===== src/rtl/Uop.sv =====
// Shared micro-op types between decode and issue: decoded uop, issued uop,
// functional-unit selection, memory-op descriptor and exception causes.
package Uop;

    localparam int unsigned REG_ADDR_W = 5;
    localparam int unsigned VAL_W      = 32;

    typedef logic [VAL_W-1:0]      val_t;
    typedef logic [REG_ADDR_W-1:0] reg_t;
    typedef logic [3:0]            op_t;

    typedef enum logic [2:0] {
        FU_NONE = 3'd0,
        FU_ALU  = 3'd1,
        FU_MUL  = 3'd2,
        FU_LSU  = 3'd3,
        FU_BR   = 3'd4
    } fu_t;

    typedef enum logic [1:0] {
        SZ_B = 2'd0,
        SZ_H = 2'd1,
        SZ_W = 2'd2
    } mem_sz_t;

    typedef enum logic [1:0] {
        EX_NONE    = 2'd0,
        EX_DECODE  = 2'd1,
        EX_ILLEGAL = 2'd2
    } ex_t;

    typedef struct packed {
        logic    valid;
        logic    store;
        logic    sext;
        mem_sz_t sz;
    } memop_t;

    typedef struct packed {
        fu_t    fu;
        op_t    op;
        reg_t   rd;
        reg_t   rs1;
        reg_t   rs2;
        val_t   imm;
        logic   immValid;
        memop_t memOp;
        logic   flagsValid;
        logic   exValid;
        ex_t    ex;
    } dec_t;

    typedef struct packed {
        fu_t    fu;
        op_t    op;
        val_t   a;
        val_t   b;
        val_t   stData;
        reg_t   rd;
        memop_t memOp;
        logic   flagsValid;
    } iss_t;

endpackage


===== src/rtl/issue_stage_scoreboard.sv =====
// Busy-bit scoreboard: one pending-write flag per architectural register,
// with a set port, a clear port, a global clear and two combinational queries.
module issue_stage_scoreboard #(
    parameter int unsigned NUM_REGS = 32
) (
    input  logic                        clk,
    input  logic                        rst,
    input  logic                        clr_all,
    input  logic                        set_en,
    input  logic [$clog2(NUM_REGS)-1:0] set_addr,
    input  logic                        clr_en,
    input  logic [$clog2(NUM_REGS)-1:0] clr_addr,
    input  logic [$clog2(NUM_REGS)-1:0] q1_addr,
    output logic                        q1_busy,
    input  logic [$clog2(NUM_REGS)-1:0] q2_addr,
    output logic                        q2_busy
);

    logic [NUM_REGS-1:0] busy_q;
    logic [NUM_REGS-1:0] busy_d;

    // Clear is applied before set so a same-register collision leaves it busy.
    always_comb begin
        busy_d = busy_q;
        if (clr_en) begin
            busy_d[clr_addr] = 1'b0;
        end
        if (set_en) begin
            busy_d[set_addr] = 1'b1;
        end
        busy_d[0] = 1'b0;
    end

    always_ff @(posedge clk) begin
        if (rst || clr_all) begin
            busy_q <= '0;
        end else begin
            busy_q <= busy_d;
        end
    end

    assign q1_busy = busy_q[q1_addr];
    assign q2_busy = busy_q[q2_addr];

endmodule


===== src/rtl/issue_stage.sv =====
// Issue stage: one-deep hold slot for decoded uops, hazard check against the
// busy-bit scoreboard, operand read and an issue register towards the FUs.
module issue_stage
    import Uop::*;
#(
    parameter int unsigned NUM_REGS = 32,
    parameter int unsigned XLEN     = 32
) (
    input  logic                        clk,
    input  logic                        rst,
    input  logic                        in_valid,
    output logic                        in_ready,
    input  dec_t                        in_dec,
    output logic [$clog2(NUM_REGS)-1:0] rf_raddr1,
    output logic [$clog2(NUM_REGS)-1:0] rf_raddr2,
    input  logic [XLEN-1:0]             rf_rdata1,
    input  logic [XLEN-1:0]             rf_rdata2,
    output logic                        iss_valid,
    input  logic                        iss_ready,
    output iss_t                        iss,
    input  logic                        wb_valid,
    input  logic [$clog2(NUM_REGS)-1:0] wb_rd,
    input  logic                        flush,
    output logic                        ex_valid,
    output ex_t                         ex_code
);

    typedef enum logic [0:0] {
        RUN = 1'b0,
        EXC = 1'b1
    } state_t;

    state_t state_q;
    state_t state_d;

    dec_t h;
    logic h_valid;
    iss_t o;
    logic o_valid;
    iss_t iss_d;

    logic go;
    logic hazard;
    logic q1_busy;
    logic q2_busy;
    logic set_en;

    assign rf_raddr1 = h.rs1;
    assign rf_raddr2 = h.rs2;

    assign hazard = ((h.rs1 != '0) && q1_busy) || ((h.rs2 != '0) && q2_busy);
    assign set_en = go && (h.fu != FU_NONE);

    issue_stage_scoreboard #(
        .NUM_REGS (NUM_REGS)
    ) u_sb (
        .clk      (clk),
        .rst      (rst),
        .clr_all  (flush),
        .set_en   (set_en),
        .set_addr (h.rd),
        .clr_en   (wb_valid),
        .clr_addr (wb_rd),
        .q1_addr  (h.rs1),
        .q1_busy  (q1_busy),
        .q2_addr  (h.rs2),
        .q2_busy  (q2_busy)
    );

    always_comb begin
        state_d  = state_q;
        go       = 1'b0;
        in_ready = 1'b0;
        ex_valid = 1'b0;
        ex_code  = EX_NONE;
        case (state_q)
            RUN: begin
                go       = h_valid && !h.exValid && !hazard && (!o_valid || iss_ready);
                in_ready = !h_valid || go;
                if (h_valid && h.exValid) begin
                    ex_valid = 1'b1;
                    ex_code  = h.ex;
                    state_d  = EXC;
                end
            end
            EXC:     state_d = EXC;
            default: state_d = RUN;
        endcase
        if (flush) begin
            in_ready = 1'b0;
            state_d  = RUN;
        end
        if (rst) begin
            in_ready = 1'b0;
            ex_valid = 1'b0;
            ex_code  = EX_NONE;
        end
    end

    always_ff @(posedge clk) begin
        if (rst) begin
            state_q <= RUN;
        end else begin
            state_q <= state_d;
        end
    end

    always_comb begin
        iss_d            = '0;
        iss_d.fu         = h.fu;
        iss_d.op         = h.op;
        iss_d.a          = rf_rdata1;
        iss_d.b          = h.immValid ? h.imm : rf_rdata2;
        iss_d.stData     = rf_rdata2;
        iss_d.rd         = h.rd;
        iss_d.memOp      = h.memOp;
        iss_d.flagsValid = h.flagsValid;
    end

    // FU_NONE uops leave H on go but never occupy O, so O may drain meanwhile.
    always_ff @(posedge clk) begin
        if (rst || flush) begin
            h       <= '0;
            h_valid <= 1'b0;
            o       <= '0;
            o_valid <= 1'b0;
        end else begin
            if (in_valid && in_ready) begin
                h       <= in_dec;
                h_valid <= 1'b1;
            end else if (go) begin
                h_valid <= 1'b0;
            end
            if (go && (h.fu != FU_NONE)) begin
                o       <= iss_d;
                o_valid <= 1'b1;
            end else if (iss_ready) begin
                o_valid <= 1'b0;
            end
        end
    end

    assign iss_valid = o_valid && !rst;
    assign iss       = o;

endmodule

===== config.mk =====
export PLATFORM = sky130hd
export DESIGN_NAME = issue_stage
export DESIGN_NICKNAME = d
export VERILOG_FILES = /design/src/rtl/Uop.sv /design/src/rtl/issue_stage_scoreboard.sv /design/src/rtl/issue_stage.sv
export SDC_FILE = /design/constraint.sdc
export NUM_CORES = 1
export LEC_CHECK = 0
export CORE_MARGIN = 2
export CORE_UTILIZATION = 54
export CTS_CLUSTER_SIZE = 30
export DETAILED_ROUTE_END_ITERATION = 10
export GPL_ROUTABILITY_DRIVEN = 0
export PLACE_DENSITY = 0.86
export SYNTH_ARGS = -nofsm -noshare
export SYNTH_HDL_FRONTEND = slang
export SYNTH_SLANG_ARGS = --single-unit

===== constraint.sdc =====
create_clock -name clk -period 6.1 [get_ports clk]
set_clock_uncertainty 0.15 [all_clocks]
set_input_delay 1.22 -clock clk [delete_from_list [all_inputs] [get_ports clk]]
set_output_delay 1.22 -clock clk [all_outputs]
set_load 0.05 [all_outputs]

; ---- After elaboration in Yosys (flattened, before gate mapping)
; Cells that the tools add are included.
[totals]
ff_bits = 213
output_inout_bits = 129
[classes]
magnitude_cmp = 6
n_mux = 26
bitwise_logic = 4
reduce_logical = 26
[op_table]
columns = cell, n
row1 = 2-to-1 mux 32 bit, 3
row2 = AND 32 bit, 1
row3 = NOT 32 bit, 1
row4 = OR 32 bit, 1
row5 = < comparator 5 x 6 -> 1 bit (second input constant), 4
row6 = 2-to-1 mux 1 bit, 15
row7 = logical AND 1 bit, 11
row8 = binary-select mux 1 bit (select 5 bit), 2
row9 = demux 1 bit (select 5 bit), 2
row10 = >= comparator 5 x 1 -> 1 bit (second input constant), 2
row11 = nonzero test 5 bit, 2
row12 = 2-to-1 mux 2 bit, 3
row13 = logical NOT 1 bit, 5
row14 = logical OR 1 bit, 4
row15 = nonzero test 2 bit, 2
row16 = nonzero test 3 bit, 1
row17 = case mux 1 bit (2 select lines), 1
row18 = OR reduction 2 bit, 1
row19 = NOT 1 bit, 1

; ---- Depth between registers and ports, before layout
[depth]
ltp_word = 13
depth_mapped = 9

; ---- Cells and area by module
; Synthesis repeated with hierarchy kept, for this count alone.
[unflattened]
cells_unflattened = 1034
area_unflattened_um2 = 9297.7
[by_module_without_submodules]
columns = mod, instances, cells_each, area_each_um2
row1 = issue_stage, 1, 803, 7460.9
row2 = issue_stage_scoreboard, 1, 231, 1836.8

; ---- Worst setup path after synthesis
; OpenSTA, ideal clock, no wires.
[synth_timing]
kind = in2out
startpoint = input iss_ready
endpoint = output in_ready
arrival_ns = 3.416
required_ns = 4.730
setup_slack_ns = 1.314
stages = 6
n_path_buf = 1
cell_sequence = nor2b_1 > a2111oi_2 > and4_1 > clkbuf_1 > nand2_1 > a211oi_1
[synth_via]
elab_chain_cells = 6
[synth_lines]
columns = element, line_no
row1 = "start, declared", issue_stage.sv:19  ; input logic iss_ready,
row2 = logical OR 1 bit, issue_stage.sv:78  ; go = h_valid && !h.exValid && !hazard && (!o_valid || iss_ready);
row3 = logical AND 1 bit, issue_stage.sv:78
row4 = logical OR 1 bit, issue_stage.sv:79  ; in_ready = !h_valid || go;
row5 = 2-to-1 mux 1 bit, issue_stage.sv:76  ; case (state_q)
row6 = 2-to-1 mux 1 bit, issue_stage.sv:89  ; if (flush) begin
row7 = 2-to-1 mux 1 bit, issue_stage.sv:93  ; if (rst) begin
row8 = "end, declared", issue_stage.sv:12  ; output logic in_ready,
; Every way passes these cells.

; ---- Worst setup path after layout
[layout_timing]
startpoint = register h, in the netlist rf_raddr1[0]
endpoint = output in_ready
[layout_via]
elab_chain_cells = 11
elab_cells_between_ends = 12
cone_classes = 5 x mux / 7 x reduce/logical
[layout_lines]
columns = element, line_no
row1 = "start, declared", issue_stage.sv:36  ; dec_t h;
row2 = "start signal, assigned", issue_stage.sv:129  ; h <= in_dec;
row3 = binary-select mux 1 bit (select 5 bit), issue_stage_scoreboard.sv:42  ; assign q1_busy = busy_q[q1_addr];
row4 = 2-to-1 mux 1 bit (implied by the code), issue_stage_scoreboard.sv:42
row5 = logical AND 1 bit *, issue_stage.sv:51  ; assign hazard = ((h.rs1 != '0) && q1_busy) || ((h.rs2 != '0) && q2_busy);
row6 = logical OR 1 bit *, issue_stage.sv:51
row7 = logical NOT 1 bit *, issue_stage.sv:78
row8 = logical AND 1 bit * (2 in series), issue_stage.sv:78
row9 = logical OR 1 bit *, issue_stage.sv:79
row10 = 2-to-1 mux 1 bit *, issue_stage.sv:76
row11 = 2-to-1 mux 1 bit *, issue_stage.sv:89
row12 = 2-to-1 mux 1 bit *, issue_stage.sv:93
; Every way passes the cells marked *; elsewhere a longest branch is shown, timed or not. The select of a mux whose other input is x is not followed.

==> impl_metrics.toml <==
[yosys]
synthCells = 1263
netlist.top_cell.by_area = "dfxtp_1"
synth_largest_type_area_fraction_pct = 39.0
synth-main-ff-cell = "dfxtp_1"
async_flop_share_pct = 0
synth.net_count = 1402
synth_enable_flop_cells = 0
synth.ff_latch_count = 212
synth_top_cells_by_area = "dfxtp_1, mux2i_1, nand2_1, and4_1, o2111ai_1"
postSynthAreaPerCell_sq_um = 8.61
yosys_warnings = 0
syn_area_sq_um = 10900
synth-seq-area-share_pct = 39.0
yosys.cell_types.count = 45

[cts]
clock_sink_count = 212
cts_hold_buf = 0
cts_setup_buffers = 0
cts-root-buf = "clkbuf_16"
cts_h_tree_depth = 1
clock_tree.buffer_depth = 3
worst_skew_pair.late_latency_ns = 0.51
post_cts_resized = 0
cts_inserted_buffers = 25
tritoncts = "yes"
cts.reportedPaths.clkPinSlew_ns = 0.06

[worst_hold_path]
hp-class = "flip-flop to flip-flop"

[floorplan]
fp.dieH_um = 146
ioPinCount = 268
fp.dieArea_sq_um = 21300
die_w_um = 146
placeableCoreArea_sq_um = 19600
num_rows = 51
initial_core_util_pct = 55.5

[critical_path]
setup.reg_to_reg.worst_slack_ns = 1.56
crit_path_max_incr_delay_ns = 0.73
timing.critical_path.arrival_ns = 3.32
r2r.worst_path.cells = 8
cp-startpoint = "rf_raddr1[0]"
crit_path_end = "in_ready"
path_class = "flip-flop to primary output"
path_max_fanout = 14
path_cells = "mux4_2 -> a2111oi_2 -> and4_2 -> nand2_1 -> a211oi_1 -> buf_4"
endpoint_of_the_worst_slack_reg_to_reg_timing_path = "iss[46]"
timing.critical_path.to_type = "primary output"
startpoint_type_of_the_worst_setup_path = "flip-flop"
crit-reg2reg-launch = "rf_raddr1[0]"
cp_max_stage_cell = "dfxtp_1"
critPathRequiredTime_ns = 4.73

[routing]
drt-initial-drc-count = 963
wl_per_cell_um = 20.1
drt-pass1-iter-count = 5
final_antenna_net_count = 0
dr_total_vias = 10700
totalWireLength_um = 34100
drc_errors = 0
route.detailed.vias_per_inst = 6.29

[global_routing]
grt_pass1_vias = 10200
grt_usage_pct = 30.4
grt_pass1_wl_um = 54200
global_route_total_overflow = 0
antenna_found_initial = 2
largest_net_degree_at_the_start_of_global_routing = 138

[run]
timing.max_cap.violations = 0

[sta]
number_of_setup_violations_in_the_final_report = 0
clock.fmax_mhz = 213
min_clock_period_post_route_ns = 4.69
timing.max_slew.rel_slack_pct = 34.0
fin_tns_setup_ns = 0
timing_hold_violations_final = 0
final_min_period_over_clock_period_pct = 76.9
grt_setup_unrepaired = "no"
finalMaxSlewViolations = 0
timing_worst_slew_pin_value_ns = 0.990

[final_layout]
finish.net_count = 1556
syn_to_final_growth_pct = 30.9
final_core_area_utilization_pct = 72.7
final_layout_size_suffix_gt1_share_pct = 8.51

[placed_design]
detailedPlacementHpwl_um = 21700
place.port_buffers = 267

[status]
outcome = "completed"

[power_and_ir_drop]
power.static_leakage_nw = 5.01
pwr_density_cell_nw_per_um2 = 231
max-vdd-ir-drop_mv = 0.187
==> cell type report <==
| class | instances | area, sq um |
|---|---|---|
| Clock inverter | 10 | 160 |
| Fill cell | 1451 | 5350 |
| Timing Repair Buffer | 282 | 2820 |
| Clock buffer | 34 | 669 |
| Tap cell | 265 | 332 |
| Sequential cell | 212 | 4250 |
| Multi-Input combinational cell | 893 | 5990 |
| Antenna cell | 2 | 5.00 |
| Inverter | 3 | 11.3 |
==> synthesized netlist by cell type (12+ instances only) <==
master / count
clkbuf_1: 118
a21oi_1: 68
and4_1: 65
nand3_1: 93
mux4_2: 12
o2111ai_1: 63
dfxtp_1: 212
mux2_2: 34
nand4_1: 66
o31ai_1: 25
buf_4: 15
buf_2: 12
nand2_1: 269
mux2i_1: 117
==> cell families after synthesis <==
logic type,Yosys count,synth area share [%]
AO/OA/AOI/OAI,181,12.2
buffers and inverters,158,6.26
AND/OR/NAND/NOR,549,25.8
multiplexers,163,16.8
flip-flops,212,39.0
==> cell usage in the layout (no fill, tap or decap), types with 3 or more instances in the layout <==
cell type,n
mux2i_1,117
nand3b_1,6
nand2b_1,3
buf_12,3
clkbuf_16,25
a21oi_1,68
and4_1,64
clkdlybuf4s50_1,266
nor2_1,8
mux4_2,12
nor3b_1,5
nand4_1,66
clkbuf_1,8
o41ai_2,5
buf_4,13
o2111ai_1,63
o31ai_1,25
nor2b_1,4
o211ai_1,6
bufinv_16,4
nor2_4,3
or2_2,6
o22ai_1,3
and3_1,3
mux2_2,34
nor3_1,4
nand3_1,93
dfxtp_1,211
clkinv_2,3
nand2_1,269
==> worst min path at each step <==
stage / startpoint / end / slack, ns / depth (start not counted)
floorplan: u_sb.busy_q[18] / u_sb.busy_q[18] / 0.30 / 2
global placement: iss[89] / iss[89] / 0.29 / 2
detailed placement: iss[97] / iss[97] / 0.30 / 2
CTS: iss[32] / iss[32] / 0.31 / 2
global route: iss[32] / iss[32] / 0.33 / 2
finish: iss[4] / iss[4] / 0.30 / 2
==> stage by stage <==
stage          hold slack (ns)  cells  setup slack (ns)  area, sq um  total power [mW]
6_report                 0.303   1701              1.41        14200              3.30
5_1_grt                  0.327   1701              1.28        14200              3.40
4_1_cts                  0.306   1699              1.42        14200              3.31
3_5_place_dp             0.296   1655              1.46        13400              1.80
3_3_place_gp             0.291   1655              1.47        13400              1.79
2_1_floorplan            0.299   1263              1.31        10900              1.65
==> worst max-delay path: cells and delay by family (launching register included) <==
family,cells,cell delay [ns]
simple gates,2,0.36
mux,1,0.64
flops,1,0.73
compound gates,2,0.79
buf+inv,1,0.29
==> power breakdown <==
group	switching (mW)	internal (mW)
clock network	0.581	0.937
registers	0.0301	1.41
logic	0.189	0.152
total	0.800	2.50
==> metal layers <==
layer | vias up | routed length, um | track usage, %
li1 | 4967 | - | -
met1 | 5154 | 13700 | 39.5
met2 | 516 | 16700 | 51.5
met3 | 69 | 2680 | 4.92
met4 | 0 | 1030 | 10.2
met5 | - | 0 | 0
==> registers in the layout, indices dropped and copies added (netlist names) <==
signal       flops
state_q          1
h_valid          1
h               54
rf_raddr1        5
rf_raddr2        5
o_valid          1
iss            114
u_sb.busy_q     31
No activity file was read; power rests on OpenSTA's default activity.
